===== config.mk =====
export PLATFORM = sky130hd
export DESIGN_NAME = socket_out_buffer_flat
export DESIGN_NICKNAME = d
export VERILOG_FILES = /design/src/rtl/socket_out_buffer_if.sv /design/src/rtl/socket_out_buffer.sv /design/src/flat_wrapper.sv
export SDC_FILE = /design/constraint.sdc
export NUM_CORES = 1
export LEC_CHECK = 0
export ABC_AREA = 1
export ABC_CLOCK_PERIOD_IN_PS = 5300
export CAP_MARGIN = 20
export CORE_UTILIZATION = 35
export CTS_CLUSTER_SIZE = 40
export DETAILED_ROUTE_END_ITERATION = 7
export GPL_TIMING_DRIVEN = 0
export SLEW_MARGIN = 20
export SYNTH_ARGS = -nofsm -noshare
export SYNTH_HDL_FRONTEND = slang
export SYNTH_SLANG_ARGS = --single-unit

===== constraint.sdc =====
create_clock -name clk -period 5.3 [get_ports clk]
set_clock_uncertainty 0.05 [all_clocks]
set_input_delay 1.325 -clock clk [delete_from_list [all_inputs] [get_ports clk]]
set_output_delay 1.325 -clock clk [all_outputs]
set_load 0.005 [all_outputs]

===== src/rtl/socket_out_buffer_if.sv =====
// Bundle of producer, consumer and status signals around socket_out_buffer.
// The buffer side uses the slave modport; the driving environment uses master.
interface socket_out_buffer_if #(
  parameter int unsigned DATA_WIDTH = 8,
  parameter int unsigned DEPTH      = 16
);
  localparam int unsigned LW = $clog2(DEPTH) + 1;

  logic [DATA_WIDTH-1:0] in_data;
  logic                  in_dv;
  logic                  in_full;
  logic [DATA_WIDTH-1:0] data;
  logic                  dv;
  logic                  full;
  logic                  rd_en;
  logic [LW-1:0]         level;
  logic                  frame_end;
  logic                  ovf;
  logic                  udf;
  logic                  clr_err;

  modport slave (
    input  in_data, in_dv, rd_en, clr_err,
    output in_full, data, dv, full, level, frame_end, ovf, udf
  );

  modport master (
    output in_data, in_dv, rd_en, clr_err,
    input  in_full, data, dv, full, level, frame_end, ovf, udf
  );
endinterface


===== src/rtl/socket_out_buffer.sv =====
// First-word-fall-through circular output buffer with frame accounting and
// sticky overflow/underflow flags.
module socket_out_buffer #(
  parameter int unsigned DATA_WIDTH = 8,
  parameter int unsigned DEPTH      = 16,
  parameter int unsigned FRAME_LEN  = 8
) (
  input logic                clk,
  input logic                rst,
  socket_out_buffer_if.slave bus
);
  localparam int unsigned AW = $clog2(DEPTH);
  localparam int unsigned LW = AW + 1;
  localparam int unsigned FW = (FRAME_LEN > 1) ? $clog2(FRAME_LEN) : 1;

  typedef enum logic [1:0] {StEmpty, StPartial, StFull} state_e;

  logic [DATA_WIDTH-1:0] mem_q [DEPTH];
  logic [AW-1:0]         wr_ptr_q, wr_ptr_d;
  logic [AW-1:0]         rd_ptr_q, rd_ptr_d;
  logic [LW-1:0]         level_q, level_d;
  logic [FW-1:0]         frame_cnt_q, frame_cnt_d;
  logic                  frame_end_q, frame_end_d;
  logic                  ovf_q, ovf_d;
  logic                  udf_q, udf_d;
  state_e                state_q, state_d;

  logic dv_int;
  logic full_int;
  logic wr_acc;
  logic rd_acc;
  logic frame_wrap;

  // Full/empty decisions come from the pre-edge state, so a simultaneous read
  // never frees a slot for a write on the same edge.
  assign dv_int     = (state_q != StEmpty);
  assign full_int   = (state_q == StFull);
  assign wr_acc     = bus.in_dv & ~full_int;
  assign rd_acc     = bus.rd_en & dv_int;
  assign frame_wrap = wr_acc && (frame_cnt_q == FW'(FRAME_LEN - 1));

  always_comb begin
    wr_ptr_d    = wr_ptr_q;
    rd_ptr_d    = rd_ptr_q;
    level_d     = level_q;
    frame_cnt_d = frame_cnt_q;
    frame_end_d = frame_wrap;

    if (wr_acc) begin
      wr_ptr_d    = wr_ptr_q + AW'(1);
      frame_cnt_d = frame_wrap ? '0 : frame_cnt_q + FW'(1);
    end
    if (rd_acc) begin
      rd_ptr_d = rd_ptr_q + AW'(1);
    end

    unique case ({wr_acc, rd_acc})
      2'b10:   level_d = level_q + LW'(1);
      2'b01:   level_d = level_q - LW'(1);
      default: level_d = level_q;
    endcase
  end

  // Error flags: a set event on the same edge as clr_err leaves the flag high.
  always_comb begin
    ovf_d = bus.clr_err ? 1'b0 : ovf_q;
    udf_d = bus.clr_err ? 1'b0 : udf_q;
    if (bus.in_dv && full_int) begin
      ovf_d = 1'b1;
    end
    if (bus.rd_en && !dv_int) begin
      udf_d = 1'b1;
    end
  end

  always_comb begin
    state_d = state_q;
    unique case (state_q)
      StEmpty: begin
        if (wr_acc) begin
          state_d = StPartial;
        end
      end
      StPartial: begin
        if (wr_acc && !rd_acc && (level_q == LW'(DEPTH - 1))) begin
          state_d = StFull;
        end else if (rd_acc && !wr_acc && (level_q == LW'(1))) begin
          state_d = StEmpty;
        end
      end
      StFull: begin
        if (rd_acc) begin
          state_d = StPartial;
        end
      end
      default: state_d = StEmpty;
    endcase
  end

  always_ff @(posedge clk or posedge rst) begin
    if (rst) begin
      state_q     <= StEmpty;
      wr_ptr_q    <= '0;
      rd_ptr_q    <= '0;
      level_q     <= '0;
      frame_cnt_q <= '0;
      frame_end_q <= 1'b0;
      ovf_q       <= 1'b0;
      udf_q       <= 1'b0;
    end else begin
      state_q     <= state_d;
      wr_ptr_q    <= wr_ptr_d;
      rd_ptr_q    <= rd_ptr_d;
      level_q     <= level_d;
      frame_cnt_q <= frame_cnt_d;
      frame_end_q <= frame_end_d;
      ovf_q       <= ovf_d;
      udf_q       <= udf_d;
    end
  end

  // Storage is not reset; a write slipping in during reset lands in a slot the
  // reset pointers already treat as free.
  always_ff @(posedge clk) begin
    if (wr_acc) begin
      mem_q[wr_ptr_q] <= bus.in_data;
    end
  end

  assign bus.data      = mem_q[rd_ptr_q];
  assign bus.dv        = dv_int;
  assign bus.full      = full_int;
  assign bus.in_full   = full_int;
  assign bus.level     = level_q;
  assign bus.frame_end = frame_end_q;
  assign bus.ovf       = ovf_q;
  assign bus.udf       = udf_q;
endmodule


===== src/flat_wrapper.sv =====
// flat-port wrapper written by rule: the top's interface ports become plain ports
module socket_out_buffer_flat 
#(
  parameter int unsigned DATA_WIDTH = 8,
  parameter int unsigned DEPTH      = 16,
  parameter int unsigned FRAME_LEN  = 8
)
  (clk, rst, bus_in_data, bus_in_dv, bus_rd_en, bus_clr_err, bus_in_full, bus_data, bus_dv, bus_full, bus_level, bus_frame_end, bus_ovf, bus_udf);
  socket_out_buffer_if #(.DATA_WIDTH(DATA_WIDTH), .DEPTH(DEPTH)) bus_i ();
  input logic clk;
  input logic rst;
  input wire logic [$bits(bus_i.in_data)-1:0] bus_in_data;
  input wire logic [$bits(bus_i.in_dv)-1:0] bus_in_dv;
  input wire logic [$bits(bus_i.rd_en)-1:0] bus_rd_en;
  input wire logic [$bits(bus_i.clr_err)-1:0] bus_clr_err;
  output wire logic [$bits(bus_i.in_full)-1:0] bus_in_full;
  output wire logic [$bits(bus_i.data)-1:0] bus_data;
  output wire logic [$bits(bus_i.dv)-1:0] bus_dv;
  output wire logic [$bits(bus_i.full)-1:0] bus_full;
  output wire logic [$bits(bus_i.level)-1:0] bus_level;
  output wire logic [$bits(bus_i.frame_end)-1:0] bus_frame_end;
  output wire logic [$bits(bus_i.ovf)-1:0] bus_ovf;
  output wire logic [$bits(bus_i.udf)-1:0] bus_udf;
  assign bus_i.in_data = bus_in_data;
  assign bus_i.in_dv = bus_in_dv;
  assign bus_i.rd_en = bus_rd_en;
  assign bus_i.clr_err = bus_clr_err;
  assign bus_in_full = bus_i.in_full;
  assign bus_data = bus_i.data;
  assign bus_dv = bus_i.dv;
  assign bus_full = bus_i.full;
  assign bus_level = bus_i.level;
  assign bus_frame_end = bus_i.frame_end;
  assign bus_ovf = bus_i.ovf;
  assign bus_udf = bus_i.udf;
  socket_out_buffer #(.DATA_WIDTH(DATA_WIDTH), .DEPTH(DEPTH), .FRAME_LEN(FRAME_LEN)) u_core (.clk(clk), .rst(rst), .bus(bus_i));
endmodule

==> impl_results.md, run 1 <==
* Unique masters post-synth at 23
* Reg2reg end: u_core.mem_q[9][3]
* CP top delay family: buffers and inverters
* Vias in the first global route at between 4k and 5k
* Die H at ~140 um
* Worst EP required at 3.92 ns
* Peak supply drop at 0.000267 V
* Area share of the largest cell type after synthesis at 0.576
* Post-route ant nets at 0
* Synth area leaders: edfxtp_1 58%, nand2_1 11%, dfrtp_1 7.9%
* Mapped Nets at a little under 700
* Clock Path Buffers at 2
* Routed wire length at 16.1 mm
* Crit path max-delay cell type: clkdlybuf4s50_1
* Final number of setup-violating endpoints at 0
* Placer Congestion at roughly 0.87
* DRC at 0
* RSZ-0062 raised after global routing: no
* Placed cell count at approximately 930
* Worst R2R Start: u_core.state_q[1]
* Vias post-DR at between 4k and 5k
* Total I/O pin count at 32
* R2R depth at 5
* Core region area at 18700 sq um
* Fraction of registers with async set/reset at 0.141
* Main synth FF type: edfxtp_1
* Post-DP HPWL at 10.6 mm
* Wire per inst at approximately 17 um
* Die ar. at 19600 sq um
* Starting DRT DRC Count at 410
* Worst Hold Class: reg -> reg
* Area leader, netlist: edfxtp_1
* Slew margin rel. at 0.401
* Worst-skew pair later-pin latency at ~0.42 ns
* Most common cell in the synthesized netlist: nand2_1
* Cell area after layout at between 7000 and 8000 sq um
* Finished Layout Cells at between 900 and 1k
* Crit path arrival time at ~2.5 ns
* Antenna Cells at 0
* Number of flops mapped to enable cells by yosys at ~130
* Post-synth top cells: 195 x nand2_1, 128 x edfxtp_1, 121 x inv_1
* CP startpoint kind: flip-flop
* Sequential area share after synthesis at 0.654
* Post-DP Area at about 7300 sq um
* Final number of max-transition violations at 0
* Final period utilization at 0.726
* Synth Cell Area at roughly 6700 sq um
* Total iterations of the first detailed-routing run at 5
* FP Rows at 50
* TritonCTS clock tree: done
* Root Driver: clkbuf_16
* Clock Sinks at roughly 150
* Worst-path clk slew at approximately 0.06 ns
* LEAKAGE at 0.00338 uW
* Status: finished clean
* Resized Gates After CTS at 0
* PD cells at between 500 and 600 nW/um^2
* I/O Buffers at 31
* Crit path launch: u_core.rd_ptr_q[1]
* Worst-margin pin slew at slightly below 0.9 ns
* Max-Cap Viols at 0
* Setup crit end kind: primary output
* Die width at 140 um
* Initial antenna violation count at 0
* Setup crit end: bus_data[4]
* Setup Crit Path Kind: reg -> out
* Final hold vios at 0
* Post-CTS setup buffers at 0
* Crit path depth at 7
* Setup TNS Final at 0 ns
* Yosys warns at 0
* Layout cell share with drive strength beyond 1 at 0.0772
* Hold Buf Count CTS at 0
* CP Buf/Inv Count at 3
* Crit-path cells: buf_2 -> clkbuf_1 -> nand2_1 -> nand3_1 -> nand3_1 -> nand2_1 -> clkdlybuf4s50_1
* H-tree Lvls at 4
* NumNets Final at between 700 and 800
* Delay of the slowest critical-path stage at between 0.5 and 0.6 ns
* Layout area overhead at 17.5%
* CTS buffer count at 17
* First-pass GRT wire length at about 25 mm
* DR vias/cell at 4.73
* FF+latch count, synth at roughly 150
* Setup slack, reg-to-reg at roughly 3.2 ns
* GRT Util Overall at 0.175
* Synthesized instance count at about 660
* Avg Inst Size Synth at about 10 sq um
* Worst-path fanout max at 10
* FMAX at between 0.2 and 0.3 GHz
* Tmin final at between 3 and 4 ns
* Initial Util at 0.357
* Gr ovfl total at 0
* Largest net degree at the start of global routing at 22
worst register-to-register path: stages, from the launching register on:
cell and delay (ns):
dfrtp_1 0.38, inv_1 0.12, o21ai_2 0.15, inv_2 0.18, nand2_1 0.17, nor2_1 0.72
registers in the layout (all words and copies together) (netlist names):
signal                count
u_core.bus.frame_end      1
u_core.bus.level          5
u_core.bus.ovf            1
u_core.bus.udf            1
u_core.frame_cnt_q        3
u_core.mem_q            128
u_core.rd_ptr_q           4
u_core.state_q            2
u_core.wr_ptr_q           4
worst min-delay path by stage:
stage                                startpoint  cells after the start  slack, ns                    end
after CTS                 u_core.frame_cnt_q[1]                      2       0.45  u_core.frame_cnt_q[1]
final                     u_core.frame_cnt_q[1]                      2       0.44  u_core.frame_cnt_q[1]
after global placement    u_core.frame_cnt_q[2]                      2       0.43  u_core.frame_cnt_q[2]
after floorplan           u_core.frame_cnt_q[1]                      2       0.41  u_core.frame_cnt_q[1]
after global routing      u_core.frame_cnt_q[1]                      2       0.48  u_core.frame_cnt_q[1]
after detailed placement  u_core.frame_cnt_q[1]                      2       0.43  u_core.frame_cnt_q[1]
stage by stage:
| step | hold WS (ns) | utilization | worst slack (ns) | total power, uW |
|---|---|---|---|---|
| finish | 0.439 | 0.419 | 1.45 | 4240 |
| global route | 0.484 | 0.419 | 1.36 | 4470 |
| CTS | 0.447 | 0.419 | 1.45 | 4260 |
| detailed placement | 0.433 | 0.389 | 1.73 | 3090 |
| global placement | 0.428 | 0.389 | 1.85 | 3080 |
| floorplan | 0.407 | - | 2.76 | 2470 |
final cells by class:
type | count | area (sq um)
multi-input cells | 363 | 1700
clock buffers | 17 | 425
plain buffers | 25 | 144
repair buffers | 31 | 310
inverters | 125 | 469
well taps | 234 | 293
fillers | 1768 | 10900
clock inverters | 15 | 139
flip-flops and latches | 149 | 4370
logic make-up (layout without fill, tap and decap cells):
| group | count (synthesis) | count (layout) | share of synthesized area |
|---|---|---|---|
| buffers and inverters | 150 | 213 | 0.0918 |
| XOR/XNOR | 9 | 9 | 0.0118 |
| AO/OA/AOI/OAI | 19 | 19 | 0.0159 |
| adder cells (fa/ha/maj) | 13 | 13 | 0.0244 |
| AND/OR/NAND/NOR | 322 | 322 | 0.202 |
| flip-flops | 149 | 149 | 0.654 |
per-layer routing:
metal / up-vias / global-route usage / part of all wire
met1: 2133 / 0.228 / 0.45
li1: 2231 / - / -
met2: 146 / 0.277 / 0.47
met4: 0 / 0.0792 / 0.023
met3: 24 / 0.0393 / 0.055
met5: - / 0 / 0
where the power goes:
part / switching [uW] / leakage (uW) / internal (uW)
Combinational: 986 / 0.00171 / 564
Clock: 477 / 0.000266 / 685
Sequential: 85.5 / 0.00141 / 1440
cell usage in the layout, fill, tap and decap left out, types with 3 or more instances in the layout:
| cell type | count |
|---|---|
| nand2_1 | 195 |
| edfxtp_1 | 128 |
| inv_1 | 121 |
| nand3_1 | 100 |
| clkdlybuf4s50_1 | 31 |
| nor2_1 | 21 |
| dfrtp_1 | 21 |
| clkbuf_16 | 17 |
| o21ai_0 | 13 |
| buf_2 | 13 |
| ha_1 | 13 |
| buf_4 | 9 |
| xor2_1 | 7 |
| clkinvlp_4 | 5 |
| clkinv_2 | 5 |
| nand4_1 | 4 |
| clkinv_1 | 4 |
| clkbuf_1 | 3 |
(Power assumes the default switching activity.)
==> run 2: changes to the inputs <==
--- a/config.mk
+++ b/config.mk
@@ -6,7 +6,7 @@
 export NUM_CORES = 1
 export LEC_CHECK = 0
 export ABC_AREA = 1
-export ABC_CLOCK_PERIOD_IN_PS = 5300
+export ABC_CLOCK_PERIOD_IN_PS = 3900
 export CAP_MARGIN = 20
 export CORE_UTILIZATION = 35
 export CTS_CLUSTER_SIZE = 40
==> constraint.sdc (replaced) <==
create_clock -name clk -period 3.9 [get_ports clk]
set_clock_uncertainty 0.05 [all_clocks]
set_input_delay 0.975 -clock clk [delete_from_list [all_inputs] [get_ports clk]]
set_output_delay 0.975 -clock clk [all_outputs]
set_load 0.005 [all_outputs]
==> results of run 2 <==
The final DEF is identical to that of run 1. Status: finished clean.
Main changes from that run: setup slack after placement 1.73 ns -> 0.683 ns; setup slack after layout 1.45 ns -> 0.402 ns; register-to-register setup slack 3.15 ns -> 1.75 ns; total power 4240 uW -> 5760 uW; worst IR drop on VDD 0.000267 V -> 0.000363 V
==> run 3: changes to the inputs <==
--- a/config.mk
+++ b/config.mk
@@ -12,6 +12,7 @@
 export CTS_CLUSTER_SIZE = 40
 export DETAILED_ROUTE_END_ITERATION = 7
 export GPL_TIMING_DRIVEN = 0
+export HOLD_SLACK_MARGIN = 0.15
 export SLEW_MARGIN = 20
 export SYNTH_ARGS = -nofsm -noshare
 export SYNTH_HDL_FRONTEND = slang
==> results of run 3 <==
The final DEF is identical to that of run 1. Status: finished clean.
Main changes from that run: setup slack after placement 1.73 ns -> 0.683 ns; setup slack after layout 1.45 ns -> 0.402 ns; register-to-register setup slack 3.15 ns -> 1.75 ns; total power 4240 uW -> 5760 uW; worst IR drop on VDD 0.000267 V -> 0.000363 V
